$ cat src/rtl/cycbpuf_pkg.sv
// cycbpuf_pkg: FSM state encoding and default parameters for the cyclic BPUF engine
package cycbpuf_pkg;
  typedef enum logic [2:0] {IDLE, LOAD, SETTLE, SAMPLE, DONE} state_t;
  localparam int DEF_N_CELLS = 51;
  localparam int DEF_N_CYC = 25;
  localparam int DEF_RESP_W = 8;
  localparam int DEF_SETTLE_CYC = 16;
endpackage

$ cat src/rtl/cycbpuf_array.sv
// cycbpuf_array: BPUF cells, cross-coupled cyclic feedback ring and output parity
module cycbpuf_cell (
  input  logic clk,
  input  logic excite,
  output logic q
);
  always_ff @(posedge clk) q <= excite;
endmodule

module cycbpuf_array #(
  parameter int N_CELLS = 51,
  parameter int N_CYC = 25
) (
  input  logic               clk,
  input  logic               rst_n,
  input  logic               en,
  input  logic [N_CELLS-1:0] wchal,
  output logic               parity
);
  logic [N_CELLS-1:0] q, excite;
  logic [N_CYC-1:0] cycle_q, cycle_d;
  for (genvar i = 0; i < N_CELLS; i++) begin : g_cell
    if (i < N_CYC) begin : g_cyc
      assign cycle_d[i] = en ? wchal[i] ^ q[N_CYC-1-i] : 1'b0;
      assign excite[i] = rst_n & cycle_q[i];
    end else begin : g_dir
      assign excite[i] = rst_n & en & wchal[i];
    end
    cycbpuf_cell u_cell (.clk(clk), .excite(excite[i]), .q(q[i]));
  end
  always_ff @(posedge clk)
    if (!rst_n) cycle_q <= '0;
    else cycle_q <= cycle_d;
  assign parity = ^q;
endmodule

$ cat src/rtl/cycbpuf_eval_engine.sv
// cycbpuf_eval_engine: sequences RESP_W load/settle/sample rounds over the BPUF array
module cycbpuf_eval_engine
  import cycbpuf_pkg::*;
#(
  parameter int N_CELLS = DEF_N_CELLS,
  parameter int N_CYC = DEF_N_CYC,
  parameter int RESP_W = DEF_RESP_W,
  parameter int SETTLE_CYC = DEF_SETTLE_CYC
) (
  input  logic               clk,
  input  logic               rst_n,
  input  logic               start,
  input  logic [N_CELLS-1:0] chal,
  output logic               busy,
  output logic               resp_valid,
  output logic [RESP_W-1:0]  resp
);
  localparam int KW = RESP_W > 1 ? $clog2(RESP_W) : 1;
  localparam int SW = SETTLE_CYC > 1 ? $clog2(SETTLE_CYC) : 1;
  if (N_CYC < 1 || N_CYC > N_CELLS || SETTLE_CYC < 1 || RESP_W < 1) begin : g_bad_params
    $error("cycbpuf_eval_engine: illegal parameter combination");
  end
  state_t state_q, state_d;
  logic [KW-1:0] k_q, k_d;
  logic [SW-1:0] cnt_q, cnt_d;
  logic [N_CELLS-1:0] chal_q, chal_d, wchal_q, wchal_d;
  logic [RESP_W-1:0] shift_q, shift_d, resp_q, resp_d;
  logic valid_q, valid_d, parity, last;
  int sh;
  always_comb begin
    state_d = state_q;
    k_d = k_q;
    cnt_d = cnt_q;
    chal_d = chal_q;
    wchal_d = wchal_q;
    shift_d = shift_q;
    resp_d = resp_q;
    valid_d = 1'b0;
    sh = int'(k_q) % N_CELLS;
    last = k_q == KW'(RESP_W - 1);
    case (state_q)
      IDLE: if (start) begin
        chal_d = chal;
        k_d = '0;
        state_d = LOAD;
      end
      LOAD: begin
        wchal_d = (chal_q << sh) | (chal_q >> (N_CELLS - sh));
        cnt_d = '0;
        state_d = SETTLE;
      end
      SETTLE: begin
        cnt_d = cnt_q == SW'(SETTLE_CYC - 1) ? '0 : cnt_q + 1'b1;
        state_d = cnt_q == SW'(SETTLE_CYC - 1) ? SAMPLE : SETTLE;
      end
      SAMPLE: begin
        shift_d[k_q] = parity;
        k_d = last ? k_q : k_q + 1'b1;
        state_d = last ? DONE : LOAD;
      end
      DONE: begin
        resp_d = shift_q;
        valid_d = 1'b1;
        state_d = IDLE;
      end
      default: state_d = IDLE;
    endcase
  end
  always_ff @(posedge clk)
    if (!rst_n) begin
      state_q <= IDLE;
      k_q <= '0;
      cnt_q <= '0;
      chal_q <= '0;
      wchal_q <= '0;
      shift_q <= '0;
      resp_q <= '0;
      valid_q <= 1'b0;
    end else begin
      state_q <= state_d;
      k_q <= k_d;
      cnt_q <= cnt_d;
      chal_q <= chal_d;
      wchal_q <= wchal_d;
      shift_q <= shift_d;
      resp_q <= resp_d;
      valid_q <= valid_d;
    end
  (* keep = "true", allow_combinational_loops = "true" *)
  cycbpuf_array #(.N_CELLS(N_CELLS), .N_CYC(N_CYC)) u_array (
    .clk(clk),
    .rst_n(rst_n),
    .en(state_q == SETTLE),
    .wchal(wchal_q),
    .parity(parity)
  );
  assign busy = state_q != IDLE;
  assign resp_valid = valid_q;
  assign resp = resp_q;
endmodule

$ cat config.mk
export PLATFORM = sky130hd
export DESIGN_NAME = cycbpuf_eval_engine
export DESIGN_NICKNAME = d
export VERILOG_FILES = /design/src/rtl/cycbpuf_pkg.sv /design/src/rtl/cycbpuf_array.sv /design/src/rtl/cycbpuf_eval_engine.sv
export SDC_FILE = /design/constraint.sdc
export NUM_CORES = 1
export LEC_CHECK = 0
export ABC_AREA = 1
export BUFFER_PORTS_ARGS = -buffer_cell sky130_fd_sc_hd__buf_2
export CELL_PAD_IN_SITES_DETAIL_PLACEMENT = 1
export CELL_PAD_IN_SITES_GLOBAL_PLACEMENT = 2
export CORE_MARGIN = 2
export CORE_UTILIZATION = 36
export CTS_CLUSTER_DIAMETER = 120
export CTS_CLUSTER_SIZE = 10
export DETAILED_ROUTE_END_ITERATION = 16
export PLACE_DENSITY = 0.95
export SKIP_CTS_REPAIR_TIMING = 1
export SYNTH_ARGS = -nofsm -noshare
export SYNTH_HDL_FRONTEND = slang
export SYNTH_SLANG_ARGS = --single-unit
$ cat constraint.sdc
create_clock -name clk -period 3.9 [get_ports clk]
set_input_delay 0.78 -clock clk [delete_from_list [all_inputs] [get_ports clk]]
set_output_delay 0.78 -clock clk [all_outputs]
set_load 0.01 [all_outputs]
# == After elaboration in Yosys (flattened, before gate mapping) ==
# Cells that the tools add are included.
# totals
output_inout_bits,10
regBits,205
# classes
reduce_logical,9
n_eq_ne,8
n_shift,2
n_bitwise,78
addsub,3
div_mod_pow,1
n_lt_le_gt_ge,2
mux,13
# op_table
cell,n
1-bit AND,52
51-bit OR,1
51-bit XOR reduction,1
51-bit by 32-bit << shifter with 51-bit output,1
51-bit by 32-bit right shift with 51-bit output,1
"4-bit by 7-bit modulo with 32-bit output, second input constant",1
"7-bit by 32-bit subtractor with 32-bit output, first input constant",1
1-bit XOR,25
3-bit two-way mux,4
3-bit one-hot mux with 4 select lines,1
8-bit bitwise mux,1
4-bit one-hot mux with 2 select lines,1
"3-bit by 2-bit == test with 1-bit output, second input constant",2
"3-bit == test, second input constant",2
3-bit one-hot mux with 2 select lines,1
"4-bit by 1-bit adder with 4-bit output, second input constant",1
"4-bit == test, second input constant",1
"3-bit by 4-bit < comparator with 1-bit output, second input constant",1
4-bit two-way mux,1
"2-bit inequality test, second input constant",2
2-bit AND reduction,2
2-bit nonzero test,2
"3-bit by 1-bit adder with 3-bit output, second input constant",1
1-bit demux with 3-bit select,1
other kinds (7),9

# == Depth between registers and ports, before layout ==
# Gate-level depths: netlist of the first run.
# depth
ltp_word,5
mapped_depth,16

# == Cells and area by module ==
# From an unflattened synthesis of the first run, not the netlist that was laid out.
# unflattened
cells_unflattened,1575
hier_area_um2,10105.9
# by_module_without_submodules
mod,area_each_um2,cells_per_inst,instances
cycbpuf_eval_engine,6635.1,1043,1
cycbpuf_array,2449.8,481,1
cycbpuf_cell,20.0,1,51

# == Least setup slack after synthesis of the first run ==
# Ideal clock, no wire load.
# synth_path
kind,input-to-reg
startpoint,in rst_n
endpoint,reg wchal_q[32]
path_buffers,2
setup_slack_ns,2.345
arrival_time_ns,1.498
setup_time_ns,0.057
required_time_ns,3.843
stages,4
cell_sequence,clkbuf_1 > clkbuf_1 > o211ai_1 > inv_2
# synth_lines
element,line_no,source
"start, declared",cycbpuf_eval_engine.sv:11,"input logic rst_n,"
"end signal, assigned",cycbpuf_eval_engine.sv:84,wchal_q <= wchal_d;
"end, declared",cycbpuf_eval_engine.sv:26,"logic [N_CELLS-1:0] chal_q, chal_d, wchal_q, wchal_d;"
# No word-level cell between the ends.

# == Final worst setup path of the first run ==
# layout_path
startpoint,reg state_q[2]
endpoint,out busy
# layout_via
elab_chain_len,1
# layout_lines
element,line_no,source
"start, declared",cycbpuf_eval_engine.sv:23,"state_t state_q, state_d;"
"start signal, assigned",cycbpuf_eval_engine.sv:80,state_q <= state_d;
3-bit nonzero test,cycbpuf_eval_engine.sv:97,assign busy = state_q != IDLE;
"end, declared",cycbpuf_eval_engine.sv:14,"output logic busy,"
# No other way between the ends.

==> qor.yml, run 1 <==
status: "finished clean"
antenna_found_initial: 0
ctsLongestPathBuffers: 3
cts_tree: "built"
insertion_delay_ps: 510
cp.arrival_ps: 1510
synth_area_leader_cell: "dfxtp_1"
wl_um: 25300
highest_layer: "met4"
async_reset_ff_share_pct: 0
wl_met1_um: 12800
finalNonFillerCells: 1937
setup_viol: 0
total_power_mw: 5.19
clock-sinks: 205
port_buffers: 63
post_drt_wl_per_cell_um: 13.1
drtIter0Drc: 322
core-area_mm2: 0.0271
dieHeight_um: 171
mostFrequentLayoutCells: "490 x nand2_1, 246 x inv_1, 203 x dfxtp_1"
end_kind: "output pin"
fin_crit_ps: 2290
synth_edf_count: 0
grtUsageTotal_pct: 18.0
drive_above_1_share_pct: 8.24
grt_max_degree: 106
dp.cells: 1911
avgSynthCellArea_um2: 6.48
std_cell_rows: 60
cts_root_buf: "clkbuf_16"
start_kind: "register"
synth_flop_cell: "dfxtp_1"
synth_area_mm2: 0.00999
relSlewSlack_pct: 38.6
avgViaCountPerCell: 4.72
netlist.area_leader.share_pct: 41.1
fillerInstances: 3562
die_area_mm2: 0.0291
nNetsFinal: 1622
synth_area_leaders: "dfxtp_1 41%, nand2_1 18%, inv_1 9.2%, nor2_1 4.4%, o21ai_0 4.3%"
preCtsSetupSlack_ps: 1440
grt_first_pass_wirelength_um: 43500
hpwl_um: 18200
finalSetupTns_ps: 0
grt_pass1_vias: 9119
ios: 64
synth_warnings: 0
start_util_pct: 36.9
maxSlewViolCount: 0
die-width_um: 171
ir_worst_vdd_mv: 0.280
cap_violations: 0
gp_congestion: 0.757
dr.pass1.iters: 4
syn_inst: 1543
met2_length_um: 11600
worstPathMaxFanout: 5
hold_viol: 0
clkSlewWorstSetupHoldPaths_ps: 60
timing.fmax_mhz: 436
worst_slew_pin_slew_ps: 921
leakagePower_nw: 5.08
overflow: 0
final_common_cell: "nand2_1"
period_share_pct: 58.7
wl_met3_um: 696
p_per_area_mw_per_mm2: 465
cp.required_ps: 3120
syn_to_final_growth_pct: 11.7
fin_ws_ps: 1610
htreeDepth: 1
numCtsBuffers: 24
drc: 0
rsz0062_at_grt: "false"
setup.worst_path.class: "register to output pin"
num_vias: 9147
syn_nets: 1600
ys_seq_area_share_pct: 41.1
ys_ff_latch: 205
synth_cell_types: 28
antennaDiodeCount: 0
hold_path.class: "register to register"
antenna_left: 0
skew_ps: 15.4
==> path summary, 6_finish.rpt <==
check / from / end / slack, ps / cells past startpoint
setup reg to reg: k_q[0] / wchal_q[40] / 1720 / 8
setup / recovery: state_q[2] / busy / 1610 / 5
hold reg to reg: u_array.cycle_q[17] / u_array.g_cell[17].u_cell.q / 410 / 2
hold / removal: u_array.cycle_q[17] / u_array.g_cell[17].u_cell.q / 410 / 2
==> state kept, by name, summed over array words and instances (netlist names) <==
name,count
state_q,3
k_q,3
resp,8
cnt_q,4
resp_valid,1
u_array.cycle_q,25
wchal_q,51
shift_q,8
chal_q,51
u_array.g_cell.u_cell.q,51
==> stage by stage <==
step	hold WS (ps)	cell area [um2]	utilization (%)
after floorplan	390	9990	-
after global placement	392	10500	38.8
after detailed placement	401	10500	38.8
after CTS	413	11200	41.2
after global routing	429	11200	41.2
final	409	11200	41.2
==> report_power, final <==
part	internal (mW)	switching [mW]	total, mW
registers	2.27	0.108	2.38
logic	0.299	0.593	0.891
clock network	1.12	0.803	1.92
==> cells in the mapped netlist, drive strengths merged, types with 27 or more instances <==
| cell type | number |
|---|---|
| a21oi | 59 |
| buf | 35 |
| clkbuf | 41 |
| dfxtp | 205 |
| inv | 259 |
| nand2 | 500 |
| nand3 | 64 |
| nor2 | 121 |
| o211ai | 54 |
| o21ai | 159 |
| xnor2 | 27 |
==> area by class of cell <==
cell class | count | area, um2 | area share (%)
flip-flops and latches | 205 | 4110 | 36.8
well taps | 372 | 465 | 4.17
multi-input cells | 1002 | 4580 | 41.1
clock buffers | 25 | 626 | 5.61
repair buffers | 72 | 398 | 3.57
clock inverters | 1 | 7.51 | 0.0673
inverters | 260 | 976 | 8.74
==> layer usage <==
layer	track usage, %	up-vias
met4	3.42	0
met2	29.9	108
met1	25.4	4243
li1	-	4777
met3	1.78	19
met5	0	-
==> worst max-delay path, stage by stage, from the launching register on <==
cell	delay, ps
dfxtp_1	340
nor2_1	150
inv_1	80
nor2_2	210
inv_1	80
buf_2	140
==> cells by family after synthesis <==
logic type                 synth area share, %
muxes                                    0.200
xor gates and xnor gates                  2.72
DFF                                       41.1
AOI/OAI and AO/OA                         15.4
buffers and inverters                     13.1
adders and majority gates                0.376
and+or+nand+nor                           27.1
Power figures use the tool's default switching activity.
==> inputs of run 2 (changes only) <==
--- a/config.mk
+++ b/config.mk
@@ -10,11 +10,11 @@
 export CELL_PAD_IN_SITES_DETAIL_PLACEMENT = 1
 export CELL_PAD_IN_SITES_GLOBAL_PLACEMENT = 2
 export CORE_MARGIN = 2
-export CORE_UTILIZATION = 36
+export CORE_UTILIZATION = 30
 export CTS_CLUSTER_DIAMETER = 120
 export CTS_CLUSTER_SIZE = 10
 export DETAILED_ROUTE_END_ITERATION = 16
-export PLACE_DENSITY = 0.95
+export PLACE_DENSITY = 0.87
 export SKIP_CTS_REPAIR_TIMING = 1
 export SYNTH_ARGS = -nofsm -noshare
 export SYNTH_HDL_FRONTEND = slang
==> constraint.sdc (replaced) <==
create_clock -name clk -period 1.85 [get_ports clk]
set_input_delay 0.37 -clock clk [delete_from_list [all_inputs] [get_ports clk]]
set_output_delay 0.37 -clock clk [all_outputs]
set_load 0.01 [all_outputs]
==> run 2 against run 1 <==
  * Clock power grew 110%
  * Register-to-register slack lost 1600 ps
  * Total power grew 110%
==> qor.yml, run 2 (synthesized netlist as in run 1, its figures left out) <==
die_area_mm2: 0.0348  # +20%
dieHeight_um: 187  # +9.3%
worstPathMaxFanout: 4  # -1
stdcell_area_mm2: 0.0115  # +3.2%
fin_crit_ps: 1770
max_stage_delay_ps: 350  # about the same
start_kind: "register"
ctsLongestPathBuffers: 3  # unchanged
cts_root_buf: "clkbuf_16"
ios: 64  # unchanged
start_util_pct: 30.6  # -6.3 points
status: "finished clean"
port_buffers: 63  # unchanged
grt_pass1_vias: 9300  # +2.0%
period_share_pct: 95.8
p_per_area_mw_per_mm2: 957  # +110%
drc: 0  # unchanged
clkSlewWorstSetupHoldPaths_ps: 50  # about the same
overflow: 0  # unchanged
top_regs: "chal_q x51, u_array.g_cell.u_cell.q x51, wchal_q x51"
insertion_delay_ps: 510  # about the same
leakagePower_nw: 5.20  # +2.4%
num_vias: 9240  # +1.0%
worst_slew_pin_slew_ps: 389  # -532 ps
drive_above_1_share_pct: 10.9  # +2.6 points
cp.required_ps: 1480  # -1640 ps
gp_congestion: 0.772  # +2.0%
htreeDepth: 1  # unchanged
numCtsBuffers: 24  # unchanged
cpMostUsedCell: "inv_1"
syn_to_final_growth_pct: 15.3
antenna_found_initial: 0  # unchanged
setup_viol: 0  # unchanged
grt_max_degree: 104  # -1.9%
hold_viol: 0  # unchanged
hpwl_um: 19300  # +5.9%
final_common_cell: "nand2_1"
hold_path.class: "input port to register"
setup.worst_path.class: "register to output pin"
end_kind: "output pin"
cts_tree: "built"
mostFrequentLayoutCells: "488 x nand2_1, 246 x inv_1, 180 x dfxtp_1"
std_cell_rows: 66  # +10%
nNetsFinal: 1633  # +0.68%
avgViaCountPerCell: 4.58  # -3.0%
relSlewSlack_pct: 73.8  # +35 points
dr.pass1.iters: 4  # unchanged
cp.arrival_ps: 1400  # -110 ps
detailed_place.area_mm2: 0.0108  # +2.7%
antennaDiodeCount: 0  # unchanged
maxSlewViolCount: 0  # unchanged
clock-sinks: 205  # unchanged
ir_worst_vdd_mv: 0.679  # +140%
antenna_left: 0  # unchanged
wl_um: 26300  # +3.6%
core-area_mm2: 0.0327  # +21%
grtUsageTotal_pct: 15.1  # -2.8 points
drtIter0Drc: 294  # -8.7%
total_power_mw: 11.0  # +110%
grt_first_pass_wirelength_um: 44700  # +2.7%
path_cells: "nor2_2 > inv_1 > nor2_4 > inv_1 > buf_2"
crit_path_top_delay_cell: "dfxtp_1"
die-width_um: 187  # +9.3%
cap_violations: 0  # unchanged
skew_ps: 7.49  # -7.94 ps
timing.fmax_mhz: 564
post_drt_wl_per_cell_um: 13.0  # -0.59%
==> run 2: changes by cell type in the layout (fill, tap and decap cells not counted), sizes merged <==
cell,change
buf,+11
==> run 2: routing by layer <==
layer,vias up,GRT usage (%),share of wire (%)
met4,0,2.90,1.2
met3,26,1.90,2.6
li1,4793,-,-
met1,4329,20.7,51
met5,-,0,0
met2,92,25.7,45
==> run 2: cell type report <==
type,instances,area [um2]
Multi-Input combinational cell,1002,4620
Timing Repair Buffer,83,606
Clock inverter,1,7.51
Fill cell,4294,21200
Tap cell,442,553
Inverter,260,976
Sequential cell,205,4140
Clock buffer,25,626
==> run 2: stage by stage <==
| step | worst slack [ps] | hold WS, ps | instances | TNS (ps) | util, % |
|---|---|---|---|---|---|
| 2_1_floorplan | 464 | 390 | 1543 | 0 | - |
| 3_3_place_gp | 150 | 392 | 1990 | 0 | 33.1 |
| 3_5_place_dp | 68.9 | 398 | 1990 | 0 | 33.1 |
| 4_1_cts | -38.5 | 122 | 2016 | -38.5 | 35.0 |
| 5_1_grt | -10.1 | 151 | 2018 | -10.1 | 35.2 |
| 6_report | 77.9 | 138 | 2018 | 0 | 35.2 |
==> run 2: path summary, 6_finish.rpt <==
kind	start	cells past startpoint	endpoint	slack, ps
max reg2reg	k_q[0]	10	wchal_q[44]	150
min	chal[0]	3	chal_q[0]	140
max	state_q[2]	5	busy	80
min reg2reg	u_array.cycle_q[18]	2	u_array.g_cell[18].u_cell.q	410
==> run 2: report_power, final <==
group | leakage (nW) | internal (mW) | switching [mW]
clock | 0.308 | 2.36 | 1.70
sequential | 1.68 | 4.78 | 0.244
combinational | 3.21 | 0.693 | 1.26
==> run 2: worst max-delay path, delay by kind of cell, from the launching register on <==
| family | cells | cell delay, ps |
|---|---|---|
| buffers and inverters | 3 | 280 |
| and+or+nand+nor | 2 | 260 |
| DFF | 1 | 350 |
==> inputs of run 3 (changes only) <==
--- a/config.mk
+++ b/config.mk
@@ -14,6 +14,7 @@
 export CTS_CLUSTER_DIAMETER = 120
 export CTS_CLUSTER_SIZE = 10
 export DETAILED_ROUTE_END_ITERATION = 16
+export MAX_ROUTING_LAYER = met4
 export PLACE_DENSITY = 0.87
 export SKIP_CTS_REPAIR_TIMING = 1
 export SYNTH_ARGS = -nofsm -noshare
==> run 3 against run 2 <==
  * Sequential share of layout area did not move
  * Routed wire length barely moved
  * Clock skew up 0.55 ps
  * Critical path type unchanged
  * Die area unchanged
  * Utilization is the same
  * Critical path depth is the same
  * Flip-flop and latch count stayed put
  * Register-to-register slack barely moved
  * Non-clock buffer count is the same
==> qor.yml, run 3 (synthesized netlist as in run 1, its figures left out) <==
status: "finished clean"
relSlewSlack_pct: 74.2  # +0.38 points
detailed_place.area_mm2: 0.0108  # unchanged
overflow: 0  # unchanged
skew_ps: 8.05  # +0.555 ps
p_comb_share_pct: 17.7  # about the same
mostFrequentLayoutCells: "488 x nand2_1, 246 x inv_1, 180 x dfxtp_1"
antenna_found_initial: 0  # unchanged
cts_tree: "built"
num_vias: 9220  # -0.22%
worstPathMaxFanout: 4  # unchanged
worst_slew_pin_slew_ps: 383  # -5.60 ps
switching_share_pct: 29.0  # about the same
intPower_mw: 7.84  # about the same
cp.required_ps: 1480  # about the same
die-width_um: 187  # unchanged
fin_ws_ps: 82.8  # +4.91 ps
drtIter0Drc: 290  # -1.4%
p_clk_share_pct: 36.8  # about the same
highest_layer: "met4"
start_kind: "register"
port_buffers: 63  # unchanged
antenna_left: 0  # unchanged
total_power_mw: 11.0  # about the same
hold_path.class: "input port to register"
cts_root_buf: "clkbuf_16"
dieHeight_um: 187  # unchanged
drive_above_1_share_pct: 10.9  # unchanged
post_drt_wl_per_cell_um: 13.0  # about the same
grt_max_degree: 104  # unchanged
syn_to_final_growth_pct: 15.3  # unchanged
end_kind: "output pin"
die_area_mm2: 0.0348  # unchanged
hold_viol: 0  # unchanged
met2_length_um: 11900  # about the same
htreeDepth: 1  # unchanged
p_per_area_mw_per_mm2: 958  # about the same
wl_met1_um: 13300  # -0.11%
top_regs: "chal_q x51, u_array.g_cell.u_cell.q x51, wchal_q x51"
preCtsSetupSlack_ps: 68.9  # unchanged
maxSlewViolCount: 0  # unchanged
clkSlewWorstSetupHoldPaths_ps: 50  # about the same
wl_met3_um: 677  # +1.0%
cp.arrival_ps: 1400  # about the same
final_util_pct: 35.2  # unchanged
period_share_pct: 95.5  # -0.27 points
gp_congestion: 0.782  # +1.3%
insertion_delay_ps: 510  # about the same
antennaDiodeCount: 0  # unchanged
leakagePower_nw: 5.20  # unchanged
fin_crit_ps: 1770  # -4.91 ps
core-area_mm2: 0.0327  # unchanged
power.sequential.fraction_pct: 45.6  # about the same
fillerInstances: 4294  # unchanged
avgViaCountPerCell: 4.57  # -0.22%
stdcell_area_mm2: 0.0115  # unchanged
numCtsBuffers: 24  # unchanged
nNetsFinal: 1633  # unchanged
drc: 0  # unchanged
timing.fmax_mhz: 566  # +0.28%
ir_worst_vdd_mv: 0.684  # +0.71%
grt_pass1_vias: 9298  # -0.022%
hpwl_um: 19300  # unchanged
holdWs_ps: 137  # -0.226 ps
ctsLongestPathBuffers: 3  # unchanged
setup.worst_path.class: "register to output pin"
cap_violations: 0  # unchanged
wl_um: 26200  # about the same
clock-sinks: 205  # unchanged
grtUsageTotal_pct: 15.6  # +0.46 points
setup_viol: 0  # unchanged
dr.pass1.iters: 4  # unchanged
dp.cells: 1990  # unchanged
p_sw_mw: 3.20  # about the same
start_util_pct: 30.6  # unchanged
finalSetupTns_ps: 0  # unchanged
finalNonFillerCells: 2018  # unchanged
ios: 64  # unchanged
grt_first_pass_wirelength_um: 44700  # about the same
std_cell_rows: 66  # unchanged
final_common_cell: "nand2_1"
run 3: path summary, 6_finish.rpt:
check / slack (ps) / cells past startpoint / to / startpoint
hold reg to reg: 410 / 2 / u_array.g_cell[18].u_cell.q / u_array.cycle_q[18]
setup reg to reg: 150 / 15 / shift_q[1] / u_array.g_cell[16].u_cell.q
setup / recovery: 80 / 5 / busy / state_q[2]
hold / removal: 140 / 3 / chal_q[0] / chal[0]
run 3: final cells by class:
class	count	area [um2]	share of cell area [%]
Clock inverter	1	7.51	0.0652
Tap cell	442	553	4.80
Sequential cell	205	4140	35.9
Multi-Input combinational cell	1002	4620	40.1
Timing Repair Buffer	83	606	5.26
Inverter	260	976	8.47
Clock buffer	25	626	5.43
run 3: worst max-delay path, cell delays in order, from the launching register on:
cell	delay (ps)
dfxtp_1	350
nor2_2	140
inv_1	90
nor2_4	120
inv_1	60
buf_2	130
run 3: power groups by stage:
stage / Sequential [mW] / Clock, mW / Combinational (mW)
floorplan: 5.03 / 0 / 1.40
global placement: 5.10 / 0 / 1.87
detailed placement: 5.11 / 0 / 1.93
CTS: 5.03 / 4.19 / 1.94
global route: 5.07 / 4.34 / 2.24
finish: 5.03 / 4.06 / 1.95
run 3: per-layer routing:
layer / track usage (%) / vias up
met3: 1.88 / 26
met2: 25.7 / 96
li1: - / 4792
met5: - / -
met4: 2.90 / 0
met1: 20.7 / 4306
